## src/rtl/uart_char_writer.sv

```systemverilog
// Terminal-style character writer: turns received UART bytes into frame-buffer
// writes, keeps a text cursor, and clears the screen after reset and on form feed.
module uart_char_writer #(
   parameter  int COLS   = 80,
   parameter  int ROWS   = 30,
   parameter  int ADDR_W = 12,
   localparam int COL_W  = $clog2(COLS),
   localparam int ROW_W  = $clog2(ROWS)
) (
   input  logic              i_Clk,
   input  logic              i_Rst,
   input  logic              i_RX_DV,
   input  logic [7:0]        i_RX_Byte,
   output logic              o_Wr_En,
   output logic [ADDR_W-1:0] o_Wr_Addr,
   output logic [7:0]        o_Wr_Data,
   output logic [COL_W-1:0]  o_Cursor_Col,
   output logic [ROW_W-1:0]  o_Cursor_Row,
   output logic              o_Busy,
   output logic              o_Overrun
);

   localparam logic [ADDR_W:0]   CELLS   = (ADDR_W+1)'(COLS * ROWS);
   localparam logic [ADDR_W-1:0] COLS_A  = ADDR_W'(COLS);
   localparam logic [COL_W-1:0]  COL_MAX = COL_W'(COLS - 1);
   localparam logic [ROW_W-1:0]  ROW_MAX = ROW_W'(ROWS - 1);
   localparam logic [7:0]        SPACE   = 8'h20;

   typedef enum logic {ST_CLEAR, ST_IDLE} state_t;

   state_t              state, state_n;
   logic [ADDR_W:0]     sweep, sweep_n;   // one extra bit so the terminal count always fits
   logic                pend, pend_n;
   logic [7:0]          pend_byte, pend_byte_n;
   logic                wr_en_n;
   logic [ADDR_W-1:0]   wr_addr_n;
   logic [7:0]          wr_data_n;
   logic [COL_W-1:0]    col_n;
   logic [ROW_W-1:0]    row_n;
   logic                busy_n, overrun_n;

   logic [7:0]          byte_sel;
   logic [ADDR_W-1:0]   cur_addr;
   logic [ROW_W-1:0]    row_adv;

   // Cursor-derived helpers: linear address and wrapped next row
   always_comb begin
      byte_sel = pend ? pend_byte : i_RX_Byte;
      cur_addr = ADDR_W'(o_Cursor_Row) * COLS_A + ADDR_W'(o_Cursor_Col);
      row_adv  = (o_Cursor_Row == ROW_MAX) ? '0 : o_Cursor_Row + 1'b1;
   end

   // Next-state and registered-output logic
   always_comb begin
      state_n     = state;
      sweep_n     = sweep;
      pend_n      = pend;
      pend_byte_n = pend_byte;
      wr_en_n     = 1'b0;
      wr_addr_n   = o_Wr_Addr;
      wr_data_n   = o_Wr_Data;
      col_n       = o_Cursor_Col;
      row_n       = o_Cursor_Row;
      busy_n      = o_Busy;
      overrun_n   = o_Overrun;

      case (state)
         ST_CLEAR: begin
            // Terminal count is a write-free cycle, so o_Busy drops one cycle after the last write
            if (sweep == CELLS) begin
               state_n = ST_IDLE;
               busy_n  = 1'b0;
               col_n   = '0;
               row_n   = '0;
            end else begin
               wr_en_n   = 1'b1;
               wr_addr_n = sweep[ADDR_W-1:0];
               wr_data_n = SPACE;
               sweep_n   = sweep + 1'b1;
            end
            if (i_RX_DV) begin
               if (pend) begin
                  overrun_n = 1'b1;
               end else begin
                  pend_n      = 1'b1;
                  pend_byte_n = i_RX_Byte;
               end
            end
         end

         ST_IDLE: begin
            if (pend || i_RX_DV) begin
               // Held byte is served first; a byte arriving alongside it takes the holding slot
               if (pend) begin
                  pend_n = i_RX_DV;
                  if (i_RX_DV) pend_byte_n = i_RX_Byte;
               end
               if (byte_sel >= 8'h20 && byte_sel <= 8'h7E) begin
                  wr_en_n   = 1'b1;
                  wr_addr_n = cur_addr;
                  wr_data_n = byte_sel;
                  if (o_Cursor_Col == COL_MAX) begin
                     col_n = '0;
                     row_n = row_adv;
                  end else begin
                     col_n = o_Cursor_Col + 1'b1;
                  end
               end else begin
                  case (byte_sel)
                     8'h0D: col_n = '0;
                     8'h0A: row_n = row_adv;
                     8'h08: begin
                        if (o_Cursor_Col != '0) begin
                           col_n     = o_Cursor_Col - 1'b1;
                           wr_en_n   = 1'b1;
                           wr_addr_n = cur_addr - 1'b1;
                           wr_data_n = SPACE;
                        end
                     end
                     8'h0C: begin
                        // Address 0 is written in this same step so the sweep starts next cycle
                        state_n   = ST_CLEAR;
                        busy_n    = 1'b1;
                        col_n     = '0;
                        row_n     = '0;
                        wr_en_n   = 1'b1;
                        wr_addr_n = '0;
                        wr_data_n = SPACE;
                        sweep_n   = (ADDR_W+1)'(1);
                     end
                     default: ;
                  endcase
               end
            end
         end

         default: state_n = ST_CLEAR;
      endcase
   end

   // State and output registers with asynchronous reset into a fresh clear sweep
   always_ff @(posedge i_Clk or posedge i_Rst) begin
      if (i_Rst) begin
         state        <= ST_CLEAR;
         sweep        <= '0;
         pend         <= 1'b0;
         pend_byte    <= '0;
         o_Wr_En      <= 1'b0;
         o_Wr_Addr    <= '0;
         o_Wr_Data    <= SPACE;
         o_Cursor_Col <= '0;
         o_Cursor_Row <= '0;
         o_Busy       <= 1'b1;
         o_Overrun    <= 1'b0;
      end else begin
         state        <= state_n;
         sweep        <= sweep_n;
         pend         <= pend_n;
         pend_byte    <= pend_byte_n;
         o_Wr_En      <= wr_en_n;
         o_Wr_Addr    <= wr_addr_n;
         o_Wr_Data    <= wr_data_n;
         o_Cursor_Col <= col_n;
         o_Cursor_Row <= row_n;
         o_Busy       <= busy_n;
         o_Overrun    <= overrun_n;
      end
   end

endmodule

```

## config.mk

```make
export PLATFORM = sky130hd
export DESIGN_NAME = uart_char_writer
export DESIGN_NICKNAME = d
export VERILOG_FILES = /design/src/rtl/uart_char_writer.sv
export SDC_FILE = /design/constraint.sdc
export NUM_CORES = 1
export LEC_CHECK = 0
export ABC_AREA = 1
export CAP_MARGIN = 40
export CORE_MARGIN = 2
export CORE_UTILIZATION = 47
export DETAILED_ROUTE_END_ITERATION = 7
export PLACE_DENSITY = 0.68
export SYNTH_ARGS = -nofsm -noshare
export SYNTH_HDL_FRONTEND = slang
export SYNTH_SLANG_ARGS = --single-unit
```

## constraint.sdc

```tcl
create_clock -name i_Clk -period 4 [get_ports i_Clk]
set_clock_uncertainty 0.15 [all_clocks]
set_input_delay 0.8 -clock i_Clk [delete_from_list [all_inputs] [get_ports i_Clk]]
set_output_delay 0.8 -clock i_Clk [all_outputs]
set_load 0.005 [all_outputs]
```

==> impl_metrics.ini, run 1 <==
[status]
outcome = finished clean

[setup_path]
critPathKind = flop to flop
critPathRequiredTime_ns = 4.11
rr_endpoint = o_Wr_Addr[11]
r2r_start = o_Cursor_Row[1]
cp-end-kind = flop
worst-path-buf-inv = 2
critPathSlowestCell = fa_1
cp.arrival_ns = 2.92
worst-r2r-cell-count = 13
reg2reg_slack_ns = 1.19
cp-startpoint = o_Cursor_Row[1]
worstPathMaxFanout = 7
cp_top_family = adder cells
cp-start-kind = flop
crit_chain = ha_1 > ha_1 > fa_1 > nand2_1 > inv_1 > nand3_1 > nand2_1 > inv_1 > nor2_1 > nand3_1 > nand2_1 > nand3_1 > a21oi_1
crit_path_max_incr_delay_ns = 0.56

[synthesis]
ys_types = 40
synth.ff_latch_count = 58
syn_area_mm2 = 0.004170
syn-num-nets = 615
synth-seq-area-share = 0.3486
ys_warn_count = 0
syn_area_per_cell_um2 = 7.129
syn_inst = 585

[final_layout]
fill_cells = 848
diodes = 0
num-nets-final = 659
drive_gt1_frac = 0.08991
areaGrowthSynthToFinish_pct = 17.58
stdcell_area_mm2 = 0.004903

[power_and_ir_drop]
seq_power_share = 0.308
cellPowerDensity_mw_per_mm2 = 602.3
switching_share = 0.4195
clock_power_share = 0.208
p_leak_nw = 2.491
p_int_w = 0.001714
ir_worst_vdd_mv = 0.3597
p_switching_w = 0.001239
report.power.total_w = 0.002953
comb_power_share = 0.484

[die]
die_area_mm2 = 0.009642
initial_utilization = 0.4805
chipHeight_um = 98.20
core_area_mm2 = 0.008678
num_rows = 34
die_w_um = 98.20
ios = 46

[sta]
slew_viol_final = 0
final-setup-viol-count = 0
timing.setup.tns_ns = 0
worst_pin_slew_ns = 0.4924
rsz0062_at_grt = no
fmax_mhz = 355.5
hold_violations = 0
fin_ws_ns = 1.187
slew_headroom = 0.6718
period_needed_ns = 2.813
finalCritPeriodShare = 0.7032

[clock_tree]
clock_sinks = 58
root_buffer = clkbuf_8
clk_latency_ns = 0.34
ctsResizeCount = 0
numCtsBuffers = 9
post-cts-setup-buffers = 0
cts_tree = done
cts.reportedPaths.clkPinSlew_ns = 0.07
cts_buffer_depth = 2
htree_levels = 3
holdBufCountCts = 0

[routing]
vias = 3911
first_iter_violations = 235
drc = 0
drt-total-wl_um = 10730
wl_per_cell_um = 14.46
dr.pass1.iters = 5
postRouteAntennaNets = 0
viasPerCell = 5.271

[min_path]
min_path_cells = 2
worstHoldPathType = flop to flop
hold_path.startpoint = o_Wr_Data[5]
whs_endpoint = o_Wr_Data[5]

[global_routing]
overflow = 0
grt_usage = 0.2340
grt_max_degree = 39
grt_pass1_vias = 3728
antenna_found_initial = 0
grt_pass1_wl_um = 18240

[placed_design]
place_ws_ns = 1.011
dp_hpwl_um = 8011
placed_cell_area_mm2 = 0.004684
port_buffers = 45
gp_congestion = 0.9152

[flow_run]
cap_violations = 0
==> cells by family (layout without fill, tap and decap cells) <==
family	after synthesis	after routing	synth area share
simple gates	335	335	0.3672
buf+inv	83	132	0.08971
compound gates	72	72	0.09601
flops	58	58	0.3486
fa+ha+maj	19	19	0.06061
xor+xnor	18	18	0.03781
==> worst max path at each step <==
| stage | to | slack [ns] | depth (start not counted) |
|---|---|---|---|
| 2_1_floorplan | o_Wr_Addr[11] | 1.49 | 11 |
| 3_3_place_gp | o_Cursor_Col[6] | 1.04 | 10 |
| 3_5_place_dp | o_Cursor_Col[1] | 1.01 | 10 |
| 4_1_cts | o_Wr_Addr[11] | 1.19 | 13 |
| 5_1_grt | o_Wr_Addr[11] | 0.92 | 14 |
| 6_report | o_Wr_Addr[11] | 1.19 | 13 |
==> stage by stage <==
stage,hold slack (ns),std cells,utilization
6_report,0.3202,742,0.5650
5_1_grt,0.3580,742,0.5650
4_1_cts,0.3229,742,0.5650
3_5_place_dp,0.3112,726,0.5398
3_3_place_gp,0.3037,725,0.5366
2_1_floorplan,0.3010,585,-
==> Yosys cell counts <==
master,count,share of area
a21oi_1,10,0.012
a21oi_2,2,0.0042
a41oi_1,1,0.0021
and2_1,1,0.0015
buf_2,1,0.0012
buf_4,1,0.0018
buf_6,7,0.019
clkbuf_1,6,0.0054
dfrtp_1,56,0.34
dfstp_2,2,0.013
fa_1,2,0.0096
ha_1,17,0.051
inv_1,62,0.056
inv_2,5,0.0045
inv_6,1,0.0021
nand2_1,176,0.16
nand2_2,11,0.017
nand2_4,4,0.011
nand3_1,51,0.061
nand3_2,1,0.0024
nand3_4,4,0.017
nand3b_1,1,0.0018
nand4_1,12,0.018
nor2_1,54,0.049
nor2_2,1,0.0015
nor2_4,3,0.0081
nor3_1,11,0.013
nor3_2,1,0.0024
nor4_1,2,0.0030
o211ai_1,3,0.0054
o21a_1,1,0.0018
o21ai_0,33,0.040
o21ai_1,12,0.014
o21ai_2,1,0.0021
o21bai_1,2,0.0036
o22ai_1,6,0.0090
o31ai_1,1,0.0018
or2_2,2,0.0030
xnor2_1,3,0.0063
xor2_1,15,0.032
==> cell usage in the layout, fill, tap and decap left out, types with 6 or more instances in the layout <==
master / count
o21ai_0: 33
clkdlybuf4s50_1: 45
xor2_1: 15
ha_1: 17
nor3_1: 11
nor2_1: 54
nand2_1: 176
a21oi_1: 10
inv_2: 6
nand3_1: 51
nand2_2: 11
clkbuf_8: 10
nand4_1: 12
inv_1: 61
o21ai_1: 12
dfrtp_1: 56
o22ai_1: 6
==> registers in the layout (all words and copies together) (netlist names) <==
name,cells
o_Busy,1
pend,1
sweep,13
o_Overrun,1
o_Wr_En,1
o_Wr_Data,8
state,1
o_Cursor_Row,5
pend_byte,8
o_Wr_Addr,12
o_Cursor_Col,7
==> power groups by stage <==
| stage | Combinational [W] | Clock [W] | Sequential (W) |
|---|---|---|---|
| detailed placement | 0.00142 | 0 | 0.000920 |
| floorplan | 0.000976 | 0 | 0.000865 |
| global placement | 0.00140 | 0 | 0.000918 |
| finish | 0.00143 | 0.000614 | 0.000910 |
| global route | 0.00163 | 0.000648 | 0.000936 |
| CTS | 0.00143 | 0.000627 | 0.000912 |
==> per-layer routing <==
layer | vias to the layer above | global-route usage | wire length, um
met4 | 0 | 0.04953 | 86
met5 | - | 0 | 0
li1 | 1979 | - | -
met3 | 8 | 0.03937 | 569
met1 | 1814 | 0.3221 | 5031
met2 | 110 | 0.3915 | 5044
==> worst reg2reg max path: cells and delay by family (launching register included) <==
family,cells,cell delay (ns)
adders and majority gates,3,1.13
and+or+nand+nor,7,0.71
DFF,1,0.47
buffers and inverters,2,0.15
AOI/OAI and AO/OA,1,0.14
==> layout make-up <==
| cell class | instances | area [um2] | area share |
|---|---|---|---|
| Clock buffer | 11 | 141.4 | 0.02883 |
| Clock inverter | 5 | 77.57 | 0.01582 |
| Inverter | 68 | 260.3 | 0.05307 |
| Multi-Input combinational cell | 444 | 2342 | 0.4777 |
| Sequential cell | 58 | 1454 | 0.2965 |
| Tap cell | 108 | 135.1 | 0.02756 |
| Timing Repair Buffer | 48 | 493.0 | 0.1005 |
No activity file was read; power rests on OpenSTA's default activity.
==> run 2, diff against run 1 <==
- PLACE_DENSITY: 0.68 -> 0.71
- clock period: 4 -> 2.35 ns (I/O delays scaled with it)
==> run 2 against run 1 <==
Net effect:
- the run now ends with negative setup slack left
- design area increased by 13%
- sequential power grew 62%
- via count grew 6.2%
- first-iteration DRC count fell by 6.0%
- flip-flop and latch count unchanged
- wire length is 6.7% higher
==> impl_metrics.ini, run 2 (same netlist as run 1, synthesis figures left out) <==
[clock_tree]
cts_tree = done
clock_sinks = 58
clk_latency_ns = 0.35
holdBufCountCts = 0
htree_levels = 3
numCtsBuffers = 9
cts_buffer_depth = 2
cts.reportedPaths.clkPinSlew_ns = 0.08
root_buffer = clkbuf_8

[global_routing]
grt_pass1_wl_um = 19110
overflow = 0
grt_max_degree = 59
grt_usage = 0.2459
antenna_found_initial = 0
grt_pass1_vias = 4026

[routing]
dr.pass1.iters = 5
drc = 0
viasPerCell = 5.246
postRouteAntennaNets = 0
first_iter_violations = 221
wl_per_cell_um = 14.46
drt-total-wl_um = 11460
vias = 4155

[setup_path]
worst-r2r-cell-count = 13
cp_top_family = adder cells
worstPathMaxFanout = 4
crit_path_max_incr_delay_ns = 0.59
crit_chain = ha_4 > ha_4 > fa_2 > nand2_2 > inv_2 > nand3_2 > nand2_1 > inv_2 > nor2_4 > nand3_2 > nand2_2 > nand3_2 > a21oi_2
critPathKind = flop to flop
cp-startpoint = o_Cursor_Row[3]
cp_common_cell = nand3_2
critPathRequiredTime_ns = 2.48
r2r_start = o_Cursor_Row[3]
cp.arrival_ns = 2.64
cp-end-kind = flop
cp-start-kind = flop
worst-path-buf-inv = 2
crit_cells = 13
critPathSlowestCell = fa_2

[sta]
hold_violations = 0
rsz0062_at_grt = yes
finalCritPeriodShare = 1.067
slew_headroom = 0.7020
period_needed_ns = 2.508
worst_pin_slew_ns = 0.4412
fin_ws_ns = -0.1576
final-setup-viol-count = 4
slew_viol_final = 0
fmax_mhz = 398.8

[final_layout]
drive_gt1_frac = 0.2310
regMostFlops = sweep
top_regs = sweep: 13 flops, o_Wr_Addr: 12 flops
fin_cells = 792
final_cell_mix = nand2_1, inv_1, dfrtp_1
layout_commonest_cell = nand2_1
num-nets-final = 709
diodes = 0
largest_reg_flops = 13
areaGrowthSynthToFinish_pct = 32.97

[die]
initial_utilization = 0.4805
die_w_um = 98.20
ios = 46
die_area_mm2 = 0.009642
num_rows = 34
chipHeight_um = 98.20
core_area_mm2 = 0.008678

[min_path]
hold_path.startpoint = o_Wr_Addr[6]
min_path_cells = 2
worstHoldPathType = flop to flop

[status]
outcome = finished with violations
failed_checks = negative setup slack

[placed_design]
dp_hpwl_um = 8243
gp_congestion = 0.9168
port_buffers = 45
dp.cells = 774

[power_and_ir_drop]
p_leak_nw = 2.753
switching_share = 0.4151
p_switching_w = 0.002511
seq_power_share = 0.242
clock_power_share = 0.195
comb_power_share = 0.563
report.power.total_w = 0.006049
p_int_w = 0.003538
ir_worst_vdd_mv = 0.6657
cellPowerDensity_mw_per_mm2 = 1091

[flow_run]
cap_violations = 0
[run 2: changes by cell type in the layout (fill, tap and decap cells not counted), moves of 7 or more]
cell / delta
buf_4: +47
nand2_1: -10
nand2_2: +10
nand3_1: -9
nand3_2: +8
inv_1: -7
inv_2: +7
[run 2: repair_timing]
action / 4_1_cts / 5_1_grt
setup endpoints to repair: 6 / 6
cloned: 0 / 0
buffers inserted: 0 / 2
gates resized for setup: 13 / 42
pin swaps: 11 / 24
[run 2: worst min-delay path, cell delays in order, from the launching register on]
cell and delay [ns]:
dfrtp_1 0.35, nand2_1 0.05, nand2_1 0.05
[run 2: cell type report]
type	count	area, um2
Multi-Input combinational cell	444	2571
Timing Repair Buffer	98	872.1
Inverter	68	260.3
Sequential cell	58	1459
Clock buffer	9	123.9
Fill cell	753	3133
Tap cell	108	135.1
Clock inverter	7	123.9
[run 2: layer usage]
layer / vias up / routed length, um / track usage
met3: 14 / 586 / 0.03436
met1: 1950 / 5173 / 0.3364
met2: 108 / 5542 / 0.4057
met5: - / 0 / 0
li1: 2083 / - / -
met4: 0 / 152 / 0.07798
[run 2: final timing paths]
check | to | slack, ns
worst max-delay path | o_Wr_Addr[11] | -0.16
worst min-delay path | o_Wr_Addr[6] | 0.32
worst max register to register | o_Wr_Addr[11] | -0.16
worst min register to register | o_Wr_Addr[6] | 0.32
max in group asynchronous | o_Busy | 1.40
min in group asynchronous | o_Wr_Data[6] | 0.33
[run 2: power by group through the flow]
| stage | combinational [W] | sequential, W | clock (W) |
|---|---|---|---|
| CTS | 0.00309 | 0.00145 | 0.00120 |
| global route | 0.00376 | 0.00150 | 0.00124 |
| detailed placement | 0.00294 | 0.00146 | 0 |
| global placement | 0.00288 | 0.00145 | 0 |
| finish | 0.00341 | 0.00147 | 0.00118 |
| floorplan | 0.00174 | 0.00148 | 0 |
[run 2: stage by stage]
stage	TNS (ns)	instance area (um2)	util	worst slack (ns)	hold slack (ns)
6_report	-0.5173	5545	0.6390	-0.1576	0.3236
5_1_grt	-1.156	5545	0.6390	-0.2736	0.3326
4_1_cts	-0.5617	5394	0.6215	-0.1630	0.3231
3_5_place_dp	-4.220	5081	0.5855	-0.1644	0.3126
3_3_place_gp	-2.981	5081	0.5855	-0.1408	0.3017
2_1_floorplan	-0.03121	4214	-	-0.03121	0.3010
==> run 3, diff against run 2 <==
- CORE_UTILIZATION: 47 -> 40
- PLACE_DENSITY: 0.71 -> unset
==> run 3 against run 2 <==
Net effect:
- the run still ends with negative setup slack left
- flip-flop and latch count unchanged
- count of clock-buffer cells in the layout stayed put
- cell count increased by 5.4%
- clock power down 8%
- sequential share of layout area shrank 0.38 points
- first-iteration DRC count is 19% lower
- largest power group unchanged
- highest routed layer unchanged
==> impl_metrics.ini, run 3 (same netlist as run 1, synthesis figures left out) <==
[clock_tree]
numCtsBuffers = 9
root_buffer = clkbuf_8
clk_latency_ns = 0.35
cts_buffer_depth = 2
cts_tree = done
clock_sinks = 58
cts.reportedPaths.clkPinSlew_ns = 0.08
htree_levels = 3
holdBufCountCts = 0

[power_and_ir_drop]
switching_share = 0.4118
p_switching_w = 0.002487
p_int_w = 0.003551
report.power.total_w = 0.006038
cellPowerDensity_mw_per_mm2 = 1073
p_leak_nw = 2.807
clock_power_share = 0.180
comb_power_share = 0.576
seq_power_share = 0.245
ir_worst_vdd_mv = 0.4161

[setup_path]
cp_top_family = adder cells
critPathKind = flop to flop
worstPathMaxFanout = 4
crit_path_max_incr_delay_ns = 0.57
cp-end-kind = flop
critPathSlowestCell = fa_2
cp_common_cell = nand2_1
critPathRequiredTime_ns = 2.50
cp-start-kind = flop
worst-r2r-cell-count = 14
worst-path-buf-inv = 2
crit_chain = ha_4 > ha_4 > fa_2 > nand2_2 > inv_2 > nand3_2 > nand3_2 > nand2_2 > inv_2 > o21bai_1 > nand3_1 > nand2_1 > nand2_1 > nand2_1
crit_cells = 14
r2r_start = o_Cursor_Row[3]
cp-startpoint = o_Cursor_Row[3]
cp.arrival_ns = 2.62

[die]
ios = 46
core_area_mm2 = 0.01023
die_area_mm2 = 0.01126
chipHeight_um = 106.1
die_w_um = 106.1
num_rows = 37
initial_utilization = 0.4076

[final_layout]
drive_gt1_frac = 0.2375
stdcell_area_mm2 = 0.005627
layout_commonest_cell = nand2_1
top_regs = sweep: 13 flops, o_Wr_Addr: 12 flops
regMostFlops = sweep
diodes = 0
areaGrowthSynthToFinish_pct = 34.92
final_cell_mix = nand2_1, buf_4, inv_1
num-nets-final = 724
largest_reg_flops = 13

[routing]
drt-total-wl_um = 11500
viasPerCell = 4.996
postRouteAntennaNets = 0
first_iter_violations = 178
drc = 0
wl_per_cell_um = 13.77
vias = 4172
dr.pass1.iters = 5

[global_routing]
grt_max_degree = 25
grt_usage = 0.2132
grt_pass1_vias = 4098
overflow = 0
antenna_found_initial = 0
grt_pass1_wl_um = 19220

[flow_run]
cap_violations = 0

[placed_design]
gp_congestion = 0.9343
place_ws_ns = -0.2171
port_buffers = 45
dp_hpwl_um = 8785
placed_cell_area_mm2 = 0.005229

[min_path]
worstHoldPathType = input port to asynchronous set/reset pin

[sta]
fmax_mhz = 403.6
hold_violations = 0
rsz0062_at_grt = yes
slew_viol_final = 0
finalCritPeriodShare = 1.054
final-setup-viol-count = 4
timing.setup.tns_ns = -0.3667
worst_pin_slew_ns = 0.5967
fin_ws_ns = -0.1277
period_needed_ns = 2.478
slew_headroom = 0.6018

[status]
failed_checks = negative setup slack
outcome = finished with violations
run 3: cell count changes in the layout (fill, tap and decap cells not counted), moves of 2 or more:
cell / previous run / this run
inv_2: 13 / 11
inv_1: 54 / 56
buf_4: 49 / 65
nand3_2: 9 / 7
o21ai_2: 3 / 1
nand3_1: 42 / 45
run 3: worst register-to-register path, cell delays in order (launching register included):
cell	delay (ns)
dfrtp_2	0.43
ha_4	0.26
ha_4	0.16
fa_2	0.57
nand2_2	0.07
inv_2	0.09
nand3_2	0.08
nand3_2	0.06
nand2_2	0.05
inv_2	0.08
o21bai_1	0.11
nand3_1	0.13
nand2_1	0.09
nand2_1	0.05
nand2_1	0.06
run 3: power groups by stage:
stage | Sequential, W | Combinational [W] | Clock [W]
6_report | 0.00148 | 0.00348 | 0.00108
5_1_grt | 0.00151 | 0.00385 | 0.00113
4_1_cts | 0.00146 | 0.00319 | 0.00110
3_5_place_dp | 0.00147 | 0.00308 | 0
3_3_place_gp | 0.00147 | 0.00301 | 0
2_1_floorplan | 0.00148 | 0.00174 | 0
run 3: metrics by stage:
step	utilization	hold slack (ns)	instances
floorplan	-	0.3010	585
global placement	0.5111	0.3118	817
detailed placement	0.5111	0.3164	817
CTS	0.5390	0.2748	834
global route	0.5500	0.3010	835
finish	0.5500	0.2612	835
run 3: timing repair:
| action | 4_1_cts | 5_1_grt |
|---|---|---|
| buffers inserted | 1 | 1 |
| pin swaps | 9 | 10 |
| gates resized for setup | 12 | 31 |
| endpoints found under the setup margin | 6 | 12 |
run 3: path summary, 6_finish.rpt:
kind	endpoint	slack [ns]
max in group asynchronous	o_Wr_Addr[0]	1.19
hold / removal	o_Wr_Data[2]	0.26
min in group i_Clk	o_Wr_Addr[3]	0.34
hold reg to reg	o_Wr_Addr[3]	0.34
setup reg to reg	o_Wr_Addr[9]	-0.13
setup / recovery	o_Wr_Addr[9]	-0.13
run 3: metal layers:
layer,vias to the layer above,track usage,share of wire
li1,2104,-,-
met1,1945,0.2800,0.47
met2,101,0.3603,0.47
met3,22,0.03188,0.042
met4,0,0.06955,0.019
met5,-,0,0
run 3: layout make-up:
| cell class | count | area [um2] |
|---|---|---|
| clock inverters | 7 | 101.3 |
| repair buffers | 113 | 980.9 |
| well taps | 136 | 170.2 |
| flip-flops and latches | 58 | 1459 |
| clock buffers | 9 | 123.9 |
| inverters | 68 | 260.3 |
| multi-input cells | 444 | 2531 |
| fillers | 991 | 4604 |
